[config.mk]
export PLATFORM = sky130hd
export DESIGN_NAME = uart_rx_core
export DESIGN_NICKNAME = d
export VERILOG_FILES = /design/src/rtl/uart_pkg.sv /design/src/rtl/uart_rx_sync.sv /design/src/rtl/uart_rx_core.sv
export SDC_FILE = /design/constraint.sdc
export NUM_CORES = 1
export LEC_CHECK = 0
export CAP_MARGIN = 30
export CORE_UTILIZATION = 30
export CTS_CLUSTER_DIAMETER = 60
export DETAILED_ROUTE_END_ITERATION = 6
export GPL_TIMING_DRIVEN = 0
export SETUP_SLACK_MARGIN = 0.02
export SLEW_MARGIN = 0
export SYNTH_ARGS = -nofsm -noshare
export SYNTH_HDL_FRONTEND = slang
export SYNTH_SLANG_ARGS = --single-unit
[constraint.sdc]
create_clock -name clk -period 4.6 [get_ports clk]
set_clock_uncertainty 0.1 [all_clocks]
set_input_delay 0.69 -clock clk [delete_from_list [all_inputs] [get_ports clk]]
set_output_delay 0.69 -clock clk [all_outputs]
set_load 0.005 [all_outputs]
[src/rtl/uart_pkg.sv]
// Shared UART definitions: receiver state encoding, word-length codes and
// oversampling tick constants.
package uart_pkg;

    typedef enum logic [2:0] {
        StIdle,
        StStart,
        StData,
        StParity,
        StStop
    } rx_state_e;

    localparam logic [1:0] WLS_5 = 2'b00;
    localparam logic [1:0] WLS_6 = 2'b01;
    localparam logic [1:0] WLS_7 = 2'b10;
    localparam logic [1:0] WLS_8 = 2'b11;

    localparam int unsigned OSR16  = 16;
    localparam int unsigned OSR13  = 13;
    localparam int unsigned HALF16 = 8;
    localparam int unsigned HALF13 = 7;

    // Index of the last data bit for a word-length code (5 bits -> 4 ... 8 bits -> 7).
    function automatic logic [2:0] last_bit_idx(input logic [1:0] wls);
        return 3'(wls) + 3'd4;
    endfunction

endpackage

[src/rtl/uart_rx_sync.sv]
// Serial input synchronizer with registered previous level and falling-edge pulse.
module uart_rx_sync #(
    parameter int unsigned SYNC_STAGES = 2
) (
    input  logic clk,
    input  logic rst,
    input  logic rxd,
    output logic rxd_sync,
    output logic fall
);

    logic [SYNC_STAGES-1:0] sync_q;
    logic                   prev_q;

    // Shift the raw line through the synchronizer chain; idle level is high.
    always_ff @(posedge clk) begin
        if (rst) begin
            sync_q <= '1;
            prev_q <= 1'b1;
        end else begin
            sync_q <= {sync_q[SYNC_STAGES-2:0], rxd};
            prev_q <= sync_q[SYNC_STAGES-1];
        end
    end

    assign rxd_sync = sync_q[SYNC_STAGES-1];
    assign fall     = prev_q & ~sync_q[SYNC_STAGES-1];

endmodule

[src/rtl/uart_rx_core.sv]
// UART receive engine: frames start/data/parity/stop on the oversampling tick
// and presents each character with parity, framing and break status.
module uart_rx_core
    import uart_pkg::*;
#(
    parameter int unsigned SYNC_STAGES = 2
) (
    input  logic       clk,
    input  logic       rst,
    input  logic       rx_tick,
    input  logic       OSM_SEL,
    input  logic       rxd,
    input  logic [1:0] WLS,
    input  logic       PEN,
    input  logic       EPS,
    input  logic       SP,
    output logic       syn_clr,
    output logic [7:0] rx_data,
    output logic       rx_valid,
    output logic       parity_err,
    output logic       frame_err,
    output logic       break_det,
    output logic       busy
);

    logic rxd_sync;
    logic fall;

    uart_rx_sync #(
        .SYNC_STAGES(SYNC_STAGES)
    ) u_sync (
        .clk     (clk),
        .rst     (rst),
        .rxd     (rxd),
        .rxd_sync(rxd_sync),
        .fall    (fall)
    );

    rx_state_e  state_q, state_d;
    logic [3:0] tick_cnt_q, tick_cnt_d;
    logic [2:0] bit_cnt_q, bit_cnt_d;
    logic [7:0] shift_q, shift_d;
    logic       par_err_q, par_err_d;
    logic       par_bit_q, par_bit_d;
    logic       osm_q, osm_d;
    logic [1:0] wls_q, wls_d;
    logic       pen_q, pen_d;
    logic       eps_q, eps_d;
    logic       sp_q, sp_d;

    logic       syn_clr_q, syn_clr_d;
    logic [7:0] rx_data_q, rx_data_d;
    logic       rx_valid_q, rx_valid_d;
    logic       parity_err_q, parity_err_d;
    logic       frame_err_q, frame_err_d;
    logic       break_det_q, break_det_d;
    logic       busy_q, busy_d;

    logic [3:0] half_last;
    logic [3:0] bit_last;
    logic       exp_par;

    // Tick count of the final tick in the half-bit / full-bit window for the frame's rate.
    assign half_last = osm_q ? 4'(HALF13 - 1) : 4'(HALF16 - 1);
    assign bit_last  = osm_q ? 4'(OSR13 - 1)  : 4'(OSR16 - 1);

    // Unused MSBs of shift_q are zero, so they do not disturb the reduction.
    assign exp_par = sp_q ? ~eps_q : (eps_q ? ^shift_q : ~^shift_q);

    // Next-state, datapath and registered-output logic for the receive FSM.
    always_comb begin
        state_d      = state_q;
        tick_cnt_d   = tick_cnt_q;
        bit_cnt_d    = bit_cnt_q;
        shift_d      = shift_q;
        par_err_d    = par_err_q;
        par_bit_d    = par_bit_q;
        osm_d        = osm_q;
        wls_d        = wls_q;
        pen_d        = pen_q;
        eps_d        = eps_q;
        sp_d         = sp_q;
        syn_clr_d    = 1'b0;
        rx_valid_d   = 1'b0;
        rx_data_d    = rx_data_q;
        parity_err_d = parity_err_q;
        frame_err_d  = frame_err_q;
        break_det_d  = break_det_q;

        unique case (state_q)
            StIdle: begin
                // Ticks are ignored here; a tick coinciding with the edge is not counted.
                if (fall) begin
                    syn_clr_d  = 1'b1;
                    tick_cnt_d = '0;
                    bit_cnt_d  = '0;
                    shift_d    = '0;
                    par_err_d  = 1'b0;
                    par_bit_d  = 1'b0;
                    osm_d      = OSM_SEL;
                    wls_d      = WLS;
                    pen_d      = PEN;
                    eps_d      = EPS;
                    sp_d       = SP;
                    state_d    = StStart;
                end
            end

            StStart: begin
                if (rx_tick) begin
                    if (tick_cnt_q == half_last) begin
                        tick_cnt_d = '0;
                        state_d    = rxd_sync ? StIdle : StData;
                    end else begin
                        tick_cnt_d = tick_cnt_q + 4'd1;
                    end
                end
            end

            StData: begin
                if (rx_tick) begin
                    if (tick_cnt_q == bit_last) begin
                        tick_cnt_d         = '0;
                        shift_d[bit_cnt_q] = rxd_sync;
                        bit_cnt_d          = bit_cnt_q + 3'd1;
                        if (bit_cnt_q == last_bit_idx(wls_q)) begin
                            state_d = pen_q ? StParity : StStop;
                        end
                    end else begin
                        tick_cnt_d = tick_cnt_q + 4'd1;
                    end
                end
            end

            StParity: begin
                if (rx_tick) begin
                    if (tick_cnt_q == bit_last) begin
                        tick_cnt_d = '0;
                        par_bit_d  = rxd_sync;
                        par_err_d  = (rxd_sync != exp_par);
                        state_d    = StStop;
                    end else begin
                        tick_cnt_d = tick_cnt_q + 4'd1;
                    end
                end
            end

            StStop: begin
                if (rx_tick) begin
                    if (tick_cnt_q == bit_last) begin
                        tick_cnt_d   = '0;
                        rx_valid_d   = 1'b1;
                        rx_data_d    = shift_q;
                        parity_err_d = par_err_q;
                        frame_err_d  = ~rxd_sync;
                        // par_bit_q stays 0 when parity is disabled.
                        break_det_d  = (shift_q == 8'h00) && !par_bit_q && !rxd_sync;
                        state_d      = StIdle;
                    end else begin
                        tick_cnt_d = tick_cnt_q + 4'd1;
                    end
                end
            end

            default: state_d = StIdle;
        endcase

        busy_d = (state_d != StIdle);
    end

    // State, datapath and output registers.
    always_ff @(posedge clk) begin
        if (rst) begin
            state_q      <= StIdle;
            tick_cnt_q   <= '0;
            bit_cnt_q    <= '0;
            shift_q      <= '0;
            par_err_q    <= 1'b0;
            par_bit_q    <= 1'b0;
            osm_q        <= 1'b0;
            wls_q        <= WLS_8;
            pen_q        <= 1'b0;
            eps_q        <= 1'b0;
            sp_q         <= 1'b0;
            syn_clr_q    <= 1'b0;
            rx_data_q    <= '0;
            rx_valid_q   <= 1'b0;
            parity_err_q <= 1'b0;
            frame_err_q  <= 1'b0;
            break_det_q  <= 1'b0;
            busy_q       <= 1'b0;
        end else begin
            state_q      <= state_d;
            tick_cnt_q   <= tick_cnt_d;
            bit_cnt_q    <= bit_cnt_d;
            shift_q      <= shift_d;
            par_err_q    <= par_err_d;
            par_bit_q    <= par_bit_d;
            osm_q        <= osm_d;
            wls_q        <= wls_d;
            pen_q        <= pen_d;
            eps_q        <= eps_d;
            sp_q         <= sp_d;
            syn_clr_q    <= syn_clr_d;
            rx_data_q    <= rx_data_d;
            rx_valid_q   <= rx_valid_d;
            parity_err_q <= parity_err_d;
            frame_err_q  <= frame_err_d;
            break_det_q  <= break_det_d;
            busy_q       <= busy_d;
        end
    end

    assign syn_clr    = syn_clr_q;
    assign rx_data    = rx_data_q;
    assign rx_valid   = rx_valid_q;
    assign parity_err = parity_err_q;
    assign frame_err  = frame_err_q;
    assign break_det  = break_det_q;
    assign busy       = busy_q;

endmodule

==> metrics.txt <==
# TYPE chip_impl_metric gauge
chip_impl_metric{name="stdcell_area",unit="um2"} 2480
chip_impl_metric{name="number_of_max_capacitance_violations_reported",unit=""} 0
chip_impl_metric{name="met1_routed_wirelength_after_detailed_routing",unit="um"} 2270
chip_impl_info{name="min-delay-path-class",value="register to register"} 1
chip_impl_info{name="top_ff_cell_synth",value="sky130_fd_sc_hd__dfxtp_1"} 1
chip_impl_metric{name="clock_sinks",unit=""} 43
chip_impl_metric{name="synth_fp_nets",unit=""} 261
chip_impl_info{name="startpoint_type",value="input port"} 1
chip_impl_metric{name="detail_route.drc_violations",unit=""} 0
chip_impl_metric{name="floorplan_die_area",unit="um2"} 7160
chip_impl_metric{name="setup-violations-final",unit=""} 0
chip_impl_metric{name="fraction_of_the_yosys_area_taken_by_sequential_cells",unit=""} 0.420
chip_impl_metric{name="switching_share",unit=""} 0.229
chip_impl_metric{name="viasPerCell",unit=""} 4.95
chip_impl_metric{name="max-slew-margin-rel",unit=""} 0.544
chip_impl_metric{name="clock.fmax",unit="MHz"} 394
chip_impl_metric{name="chipWidth",unit="um"} 84.6
chip_impl_info{name="outcome",value="finished, final reports clean"} 1
chip_impl_metric{name="r2r_setup_slack",unit="ps"} 2070
chip_impl_metric{name="numCtsBuffers",unit=""} 5
chip_impl_metric{name="post-cts-setup-buffers",unit=""} 0
chip_impl_metric{name="post_synth_inst_count",unit=""} 245
chip_impl_metric{name="critPathRequiredTime",unit="ps"} 4690
chip_impl_metric{name="clkTransAtPathRegs",unit="ps"} 80
chip_impl_metric{name="power.share.sequential",unit=""} 0.526
chip_impl_metric{name="placedInstanceArea",unit="um2"} 2360
chip_impl_metric{name="synth_largest_type_area_fraction",unit=""} 0.420
chip_impl_metric{name="grt.total_usage",unit=""} 0.135
chip_impl_metric{name="met3_wirelength",unit="um"} 123
chip_impl_metric{name="buffer_ports.inserted",unit=""} 22
chip_impl_metric{name="multiInputGateArea",unit="um2"} 1100
chip_impl_metric{name="diodes",unit=""} 0
chip_impl_metric{name="grt_antenna_before_repair",unit=""} 0
chip_impl_metric{name="detail_route.wirelength",unit="um"} 4510
chip_impl_info{name="top_layer",value="met4"} 1
chip_impl_info{name="synth.area.top_cells",value="sky130_fd_sc_hd__dfxtp_1 (42%), sky130_fd_sc_hd__nand2_1 (8.2%), sky130_fd_sc_hd__a21oi_1 (5.4%)"} 1
chip_impl_metric{name="clkPwrFrac",unit=""} 0.411
chip_impl_metric{name="grt.overflow.total",unit=""} 0
chip_impl_metric{name="met2RoutedLength",unit="um"} 2040
chip_impl_metric{name="netlist_area",unit="um2"} 2050
chip_impl_metric{name="worst-path-max-fanout",unit=""} 8
chip_impl_metric{name="edff_count_synth",unit=""} 0
chip_impl_metric{name="first_pass_iters",unit=""} 6
chip_impl_metric{name="grt_max_degree",unit=""} 15
chip_impl_metric{name="cts.hold.buffers_added",unit=""} 0
chip_impl_metric{name="layout_cells_sized_above_1",unit=""} 0.0655
chip_impl_metric{name="detail_route.wl_per_cell",unit="um"} 12.8
chip_impl_metric{name="yosys_warnings",unit=""} 0
chip_impl_metric{name="drtAntennaViolNets",unit=""} 0
chip_impl_metric{name="finalHoldViolCount",unit=""} 0
chip_impl_metric{name="place_congestion",unit=""} 0.868
chip_impl_metric{name="power.combinational.fraction",unit=""} 0.062
chip_impl_metric{name="initial_utilization",unit=""} 0.317
chip_impl_metric{name="grt_first_pass_wirelength",unit="um"} 7600
chip_impl_metric{name="grt_pass1_vias",unit=""} 1545
chip_impl_metric{name="rows",unit=""} 29
chip_impl_metric{name="synth.distinct_cells",unit=""} 49
chip_impl_metric{name="cts.htree.levels",unit=""} 2
chip_impl_metric{name="leakage",unit="nW"} 0.851
chip_impl_metric{name="drt-initial-drc-count",unit=""} 80
chip_impl_metric{name="insertion_delay",unit="ps"} 300
chip_impl_metric{name="sequential_cell_area",unit="um2"} 861
chip_impl_info{name="rsz0062_at_grt",value="false"} 1
chip_impl_metric{name="max_slew.worst_pin.slew",unit="ps"} 682
chip_impl_metric{name="setup_total_negative_slack",unit="ps"} 0
chip_impl_metric{name="ctsResizeCount",unit=""} 0
chip_impl_metric{name="areaGrowthSynthToFinish",unit="%"} 21.0
chip_impl_metric{name="design.core.area",unit="um2"} 6460
chip_impl_info{name="clock_tree_from_tritoncts",value="yes"} 1
chip_impl_metric{name="cts_max_path_buffers",unit=""} 2
chip_impl_metric{name="nets",unit=""} 290
chip_impl_metric{name="power.switching",unit="mW"} 0.166
chip_impl_metric{name="cp.arrival",unit="ps"} 2620
chip_impl_metric{name="min_period_over_period",unit=""} 0.551
chip_impl_metric{name="avgSynthCellArea",unit="um2"} 8.36
chip_impl_info{name="timing_worst_setup_path_type",value="input port to register"} 1
chip_impl_metric{name="final.setup.worst_slack",unit="ps"} 2060
chip_impl_metric{name="dr_total_vias",unit=""} 1744
chip_impl_info{name="synth_most_common_cell",value="sky130_fd_sc_hd__nand2_1"} 1
chip_impl_metric{name="postSynthRegisterBits",unit=""} 43
chip_impl_metric{name="irDropWorstVdd",unit="uV"} 106
chip_impl_metric{name="power.density_cell_area",unit="nW/um2"} 292
chip_impl_metric{name="die-height",unit="um"} 84.6
chip_impl_metric{name="top_level_port_count",unit=""} 24
chip_impl_metric{name="post-route-min-period",unit="ps"} 2540
chip_impl_metric{name="layout.filler_cells",unit=""} 662
chip_impl_info{name="post_synthesis_cell_type_with_the_largest_combined_area",value="sky130_fd_sc_hd__dfxtp_1"} 1
chip_impl_info{name="clock-root-buffer",value="sky130_fd_sc_hd__clkbuf_8"} 1
chip_impl_metric{name="synth-async-reset-ratio",unit=""} 0
chip_impl_metric{name="power",unit="mW"} 0.724
chip_impl_info{name="synth.top_cells.by_count",value="sky130_fd_sc_hd__nand2_1 (45), sky130_fd_sc_hd__dfxtp_1 (43), sky130_fd_sc_hd__a21oi_1 (22)"} 1
chip_impl_metric{name="report.final.slew_viol_count",unit=""} 0
chip_impl_info{name="endpoint_kind",value="register"} 1
chip_impl_metric{name="hpwlAfterDp",unit="um"} 3270
chip_impl_metric{name="p_int",unit="mW"} 0.558
chip_impl_metric{name="pre_cts_ws",unit="ps"} 1830
-- metal layers --
layer,global-route usage,vias to the layer above
met3,0.0324,7
li1,-,909
met5,0,-
met2,0.210,28
met4,0.0555,0
met1,0.179,800
-- layout by cell type, fill, tap and decap left out, drive strengths merged, types with 3 or more instances in the layout --
cell type,count
nand2,45
dfxtp,43
a21oi,23
clkdlybuf4s50,22
nor2,18
clkbuf,16
inv,10
nand3,8
xnor2,8
nand3b,7
mux2i,6
ha,6
nor3b,4
a211oi,4
nor2b,3
nor3,3
xor2,3
or2,3
and3,3
o21ai,3
-- cell families after synthesis --
logic type               after synthesis  synth area share
XOR/XNOR                              11            0.0470
adder cells (fa/ha/maj)                6            0.0367
AO/OA/AOI/OAI                         51             0.167
multiplexers                           6            0.0293
buffers and inverters                 23            0.0434
AND/OR/NAND/NOR                      105             0.256
flip-flops                            43             0.420
-- worst paths after layout --
path                          from               end  depth (start not counted)
setup / recovery           rx_tick        shift_q[2]                          6
hold / removal    u_sync.sync_q[0]  u_sync.sync_q[1]                          1
setup reg to reg        state_q[0]      bit_cnt_q[2]                          6
hold reg to reg   u_sync.sync_q[0]  u_sync.sync_q[1]                          1
-- critical path, cell delays in order --
cell	delay, ps
sky130_fd_sc_hd__clkdlybuf4s50_1	550
sky130_fd_sc_hd__inv_1	120
sky130_fd_sc_hd__a211oi_4	350
sky130_fd_sc_hd__a21oi_2	200
sky130_fd_sc_hd__or4b_1	550
sky130_fd_sc_hd__mux2i_1	150
-- power groups by stage --
stage	registers [mW]	clock network, mW	logic, mW
CTS	0.381	0.304	0.0451
global placement	0.390	0	0.0446
global route	0.381	0.323	0.0504
floorplan	0.389	0	0.0275
finish	0.381	0.298	0.0450
detailed placement	0.390	0	0.0448
-- sequential cells by signal, indices dropped and copies added (netlist names), 2 cells and up --
signal	cells
shift_q	8
state_q	3
rx_data	8
tick_cnt_q	4
bit_cnt_q	3
u_sync.sync_q	2
wls_q	2
-- stage by stage --
step / cells / utilization / hold slack, ps
6_report: 352 / 0.384 / 316
5_1_grt: 352 / 0.384 / 341
4_1_cts: 352 / 0.384 / 321
3_5_place_dp: 344 / 0.366 / 298
3_3_place_gp: 344 / 0.366 / 292
2_1_floorplan: 245 / - / 289
-- final cells by class --
class	count	area share
Inverter	10	0.0152
Sequential cell	43	0.347
Timing Repair Buffer	22	0.0889
Clock buffer	5	0.0278
Buffer	13	0.0207
Tap cell	77	0.0389
Multi-Input combinational cell	179	0.443
Clock inverter	3	0.0177
(Power assumes the default switching activity.)
